**src/rtl/l2_cache_control.sv**
```systemverilog
// rtl/l2_cache_control.sv - Sequencing FSM for the 4-way, 8-set L2 cache datapath
// Runs hit, write-back and line-fill flows and keeps free-running hit/miss/write-back counters.
module l2_cache_control #(
    parameter int W_CNT = 32
) (
    input  logic             clk,
    input  logic             rst_n,
    input  logic             mem_read,
    input  logic             mem_write,
    output logic             mem_resp,
    input  logic             hit_out,
    input  logic             dirty_out,
    input  logic             pmem_resp,
    output logic             pmem_read,
    output logic             pmem_write,
    output logic             read_data,
    output logic             load_data,
    output logic             load_tag_in,
    output logic             set_valid,
    output logic             set_dirty,
    output logic             clear_dirty,
    output logic             load_lru,
    output logic             pmem_read_address_hold,
    output logic [W_CNT-1:0] hit_count,
    output logic [W_CNT-1:0] miss_count,
    output logic [W_CNT-1:0] wb_count
);
    typedef enum logic [2:0] {
        S_IDLE,
        S_CHECK,
        S_WRITEBACK,
        S_FILL,
        S_RELOAD
    } state_t;

    state_t           state_q, state_d;
    logic             refill_q, refill_d;
    logic [W_CNT-1:0] hit_cnt_q, hit_cnt_d;
    logic [W_CNT-1:0] miss_cnt_q, miss_cnt_d;
    logic [W_CNT-1:0] wb_cnt_q, wb_cnt_d;
    logic             req;
    logic             req_write;

    // Both strobes high is illegal upstream; it resolves to a read.
    assign req       = mem_read | mem_write;
    assign req_write = mem_write & ~mem_read;

    always_ff @(posedge clk or negedge rst_n) begin
        if (!rst_n) begin
            state_q    <= S_IDLE;
            refill_q   <= 1'b0;
            hit_cnt_q  <= '0;
            miss_cnt_q <= '0;
            wb_cnt_q   <= '0;
        end else begin
            state_q    <= state_d;
            refill_q   <= refill_d;
            hit_cnt_q  <= hit_cnt_d;
            miss_cnt_q <= miss_cnt_d;
            wb_cnt_q   <= wb_cnt_d;
        end
    end

    always_comb begin
        state_d                = state_q;
        refill_d               = refill_q;
        hit_cnt_d              = hit_cnt_q;
        miss_cnt_d             = miss_cnt_q;
        wb_cnt_d               = wb_cnt_q;
        mem_resp               = 1'b0;
        pmem_read              = 1'b0;
        pmem_write             = 1'b0;
        read_data              = 1'b0;
        load_data              = 1'b0;
        load_tag_in            = 1'b0;
        set_valid              = 1'b0;
        set_dirty              = 1'b0;
        clear_dirty            = 1'b0;
        load_lru               = 1'b0;
        pmem_read_address_hold = 1'b0;

        case (state_q)
            S_IDLE: begin
                refill_d = 1'b0;
                if (req) begin
                    read_data = 1'b1;
                    state_d   = S_CHECK;
                end
            end
            S_CHECK: begin
                if (!req) begin
                    refill_d = 1'b0;
                    state_d  = S_IDLE;
                end else if (hit_out) begin
                    mem_resp  = 1'b1;
                    load_lru  = 1'b1;
                    load_data = req_write;
                    set_dirty = req_write;
                    hit_cnt_d = hit_cnt_q + W_CNT'(1);
                    refill_d  = 1'b0;
                    state_d   = S_IDLE;
                end else begin
                    // A request is counted as a miss only on its first pass.
                    if (!refill_q) begin
                        miss_cnt_d = miss_cnt_q + W_CNT'(1);
                    end
                    state_d = dirty_out ? S_WRITEBACK : S_FILL;
                end
            end
            S_WRITEBACK: begin
                pmem_write = 1'b1;
                if (pmem_resp) begin
                    wb_cnt_d = wb_cnt_q + W_CNT'(1);
                    state_d  = S_FILL;
                end
            end
            S_FILL: begin
                pmem_read              = 1'b1;
                pmem_read_address_hold = 1'b1;
                if (pmem_resp) begin
                    load_data   = 1'b1;
                    load_tag_in = 1'b1;
                    set_valid   = 1'b1;
                    clear_dirty = 1'b1;
                    refill_d    = 1'b1;
                    state_d     = S_RELOAD;
                end
            end
            S_RELOAD: begin
                read_data = 1'b1;
                state_d   = S_CHECK;
            end
            default: state_d = S_IDLE;
        endcase

        // Strobes are combinational, so they must also be forced low while reset is held.
        if (!rst_n) begin
            mem_resp               = 1'b0;
            pmem_read              = 1'b0;
            pmem_write             = 1'b0;
            read_data              = 1'b0;
            load_data              = 1'b0;
            load_tag_in            = 1'b0;
            set_valid              = 1'b0;
            set_dirty              = 1'b0;
            clear_dirty            = 1'b0;
            load_lru               = 1'b0;
            pmem_read_address_hold = 1'b0;
        end
    end

    assign hit_count  = hit_cnt_q;
    assign miss_count = miss_cnt_q;
    assign wb_count   = wb_cnt_q;
endmodule

```
**config.mk**
```make
export PLATFORM = sky130hd
export DESIGN_NAME = l2_cache_control
export DESIGN_NICKNAME = d
export VERILOG_FILES = /design/src/rtl/l2_cache_control.sv
export SDC_FILE = /design/constraint.sdc
export NUM_CORES = 1
export LEC_CHECK = 0
export ABC_AREA = 1
export BUFFER_PORTS_ARGS = -buffer_cell sky130_fd_sc_hd__buf_2
export CAP_MARGIN = 20
export CORE_MARGIN = 2
export CORE_UTILIZATION = 56
export CTS_CLUSTER_SIZE = 12
export DETAILED_ROUTE_END_ITERATION = 16
export PLACE_DENSITY_LB_ADDON = 0.2
export SLEW_MARGIN = 20
export SYNTH_ARGS = -nofsm -noshare
export SYNTH_HDL_FRONTEND = slang
export SYNTH_SLANG_ARGS = --single-unit
```
**constraint.sdc**
```tcl
create_clock -name clk -period 2.1 [get_ports clk]
set_clock_uncertainty 0.15 [all_clocks]
set_input_delay 0.525 -clock clk [delete_from_list [all_inputs] [get_ports clk]]
set_output_delay 0.525 -clock clk [all_outputs]
set_load 0.02 [all_outputs]
```
==> impl_metrics.ini <==
[run_status]
status = finished, violations left
violations = setup timing

[setup_path]
worstSetupStartpoint = state_q[1]$_DFFE_PN0P_
crit_arrival_ns = 1.57
crit_type = reg2out
r2r_start = state_q[0]$_DFFE_PN0P_
critPathMaxFanout = 4
cp.required_ns = 1.42
slowest_stage = dfrtp_2
startpoint_type = flop
crit_chain = clkinv_2 -> nor2_2 -> inv_2 -> nor2_2 -> inv_2 -> a21oi_2 -> buf_6
critPathMaxStageDelay_ns = 0.47
endpoint_kind = primary output
rrSetupSlack_ns = 0.18

[detailed_routing]
via_count = 5469
post-route-drc-count = 0
routed_wl_mm = 14.06
vias_per_cell = 5.228
first_iter_violations = 351
drtPass1Iterations = 6
wl_per_cell_um = 13.44
postRouteAntennaNets = 0

[sta]
hold_violations = 0
rsz0062_at_grt = yes
setup_viol = 10
max_freq_mhz = 446.2
period_needed_ns = 2.241
hold_slack_ns = 0.07898
worst_pin_slew_ns = 0.5317
slew_headroom = 0.6456
slew_violations = 0
min_period_over_period = 1.067
timing.final.ws_setup_ns = -0.1412

[cts]
cts_buffers = 9
cts_htree_levels = 3
cts_tree = done
clk_pin_slew_ns = 0.09
clk_path_buf_depth = 2
cts_sinks = 100
insertion_delay_ns = 0.37
root_buffer = clkbuf_8

[place]
post-dp-hpwl_mm = 10.50
dp.cells = 1026
port_buffers = 113
place.gp.congestion = 0.9092

[synthesis]
synth-edff-count = 0
synth-warning-count = 0
async_reset_ff_frac = 1.000
synth_area_per_cell_um2 = 7.225
yosysSeqAreaShare = 0.4457
synthFlopType = dfrtp_1
yosys-top-cells-area = dfrtp_1 45%, nand2_1 17%, inv_1 7.0%
synth_area_um2 = 5614
yosysTopAreaCellShare = 0.4457
synth_nets = 787
ys_top_cells_by_count = 256 x nand2_1, 105 x inv_1, 105 x nor2_1
synth_cell_types = 25
yosys_register_bits = 100
synth_top_cell_by_area = dfrtp_1
synthMostInstantiatedCell = nand2_1
synthCells = 777

[global_route]
first_global_vias = 5052
grt_pass1_wl_mm = 23.52
antenna_found_initial = 0
overflow = 0
grt_use_total = 0.2673
grt_max_degree = 101

[cells_and_area]
area_growth_pct = 19.08
final_util = 0.6839
final_layout_size_suffix_gt1_frac = 0.1884
fin_nets = 919
instances_no_fill = 1046
antenna_cells = 0

[floorplan]
num_rows = 36
initial_core_util = 0.5744
dieArea_um2 = 10840
die_w_um = 104.1
io_pins = 114
die_y_um = 104.1
core-area_um2 = 9774

[flow_run]
max_cap_viol_count = 0

[pwr]
p_total_mw = 4.526
powerDensity_nw_per_um2 = 677.0
irDropWorstVdd_mv = 0.5691
p_leak_nw = 3.489

[min_path]
hold_path.class = in2async
==> registers in the layout (all words and copies together) (netlist names) <==
| register | cells |
|---|---|
| hit_count | 32 |
| wb_count | 32 |
| refill_q | 1 |
| miss_count | 32 |
| state_q | 3 |
==> critical path, delay by kind of cell, from the launching register on <==
family	cells	cell delay (ns)
buffers and inverters	4	0.37
DFF	1	0.47
AOI/OAI and AO/OA	1	0.14
and+or+nand+nor	2	0.23
==> report_power, final <==
part           leakage, nW  switching [mW]  internal [mW]
clock               0.0714           0.663          0.424
combinational         2.09           0.745          0.414
sequential            1.32           0.201           2.08
total                 3.49            1.61           2.92
==> final cells by class <==
class	instances	area, um^2
inverters	109	410.4
multi-input cells	559	2699
clock buffers	11	131.4
flip-flops and latches	100	2504
well taps	133	166.4
clock inverters	4	27.53
fillers	853	3089
repair buffers	130	747.0
==> cell families (layout without fill, tap and decap cells) <==
kind of cell | count (synthesis) | after routing | synth area share
AOI/OAI and AO/OA | 14 | 14 | 0.01471
and+or+nand+nor | 495 | 495 | 0.3760
buffers and inverters | 118 | 254 | 0.08357
xor gates and xnor gates | 47 | 47 | 0.07332
adders and majority gates | 3 | 3 | 0.006687
DFF | 100 | 100 | 0.4457
==> routing by layer <==
layer	GRT usage	vias to the layer above	wire length (um)
li1	-	2682	-
met3	0.04010	37	938
met2	0.4436	210	6768
met1	0.3498	2540	5917
met5	0	-	0
met4	0.1158	0	431
==> cells in the final DEF, fill, tap and decap left out, types with 2 or more instances in the layout <==
master,count
buf_12,2
buf_2,103
buf_4,24
clkbuf_1,2
clkbuf_8,9
clkinv_2,2
clkinvlp_4,3
dfrtp_1,99
ha_1,3
inv_1,102
inv_2,6
nand2_1,255
nand3_1,69
nand3_2,2
nand3b_1,8
nand4_1,28
nor2_1,97
nor2_2,10
nor2_4,4
nor3_1,19
o21ai_0,7
o21bai_1,3
xnor2_1,23
xor2_1,24
==> through the flow <==
| step | instance area (um^2) | setup WS (ns) | TNS (ns) |
|---|---|---|---|
| after floorplan | 5619 | 0.01724 | 0 |
| after global placement | 6409 | 0.1276 | 0 |
| after detailed placement | 6409 | 0.02535 | 0 |
| after CTS | 6665 | -0.1660 | -1.227 |
| after global routing | 6685 | -0.2218 | -1.836 |
| final | 6685 | -0.1412 | -1.015 |
==> worst paths after layout <==
path	to	cells past startpoint
max	load_data	7
min	miss_count[23]$_DFFE_PN0P_	2
max reg2reg	miss_count[20]$_DFFE_PN0P_	9
min reg2reg	refill_q$_DFFE_PN0P_	2
max in group asynchronous	state_q[1]$_DFFE_PN0P_	2
min in group clk	refill_q$_DFFE_PN0P_	2
==> what timing repair did <==
item	CTS	global route
resized for setup	25	4
hold buffers	0	0
endpoints found under the setup margin	10	12
gates cloned	0	0
pin swaps	7	5
buffers inserted	4	1
No activity file was read; power rests on OpenSTA's default activity.
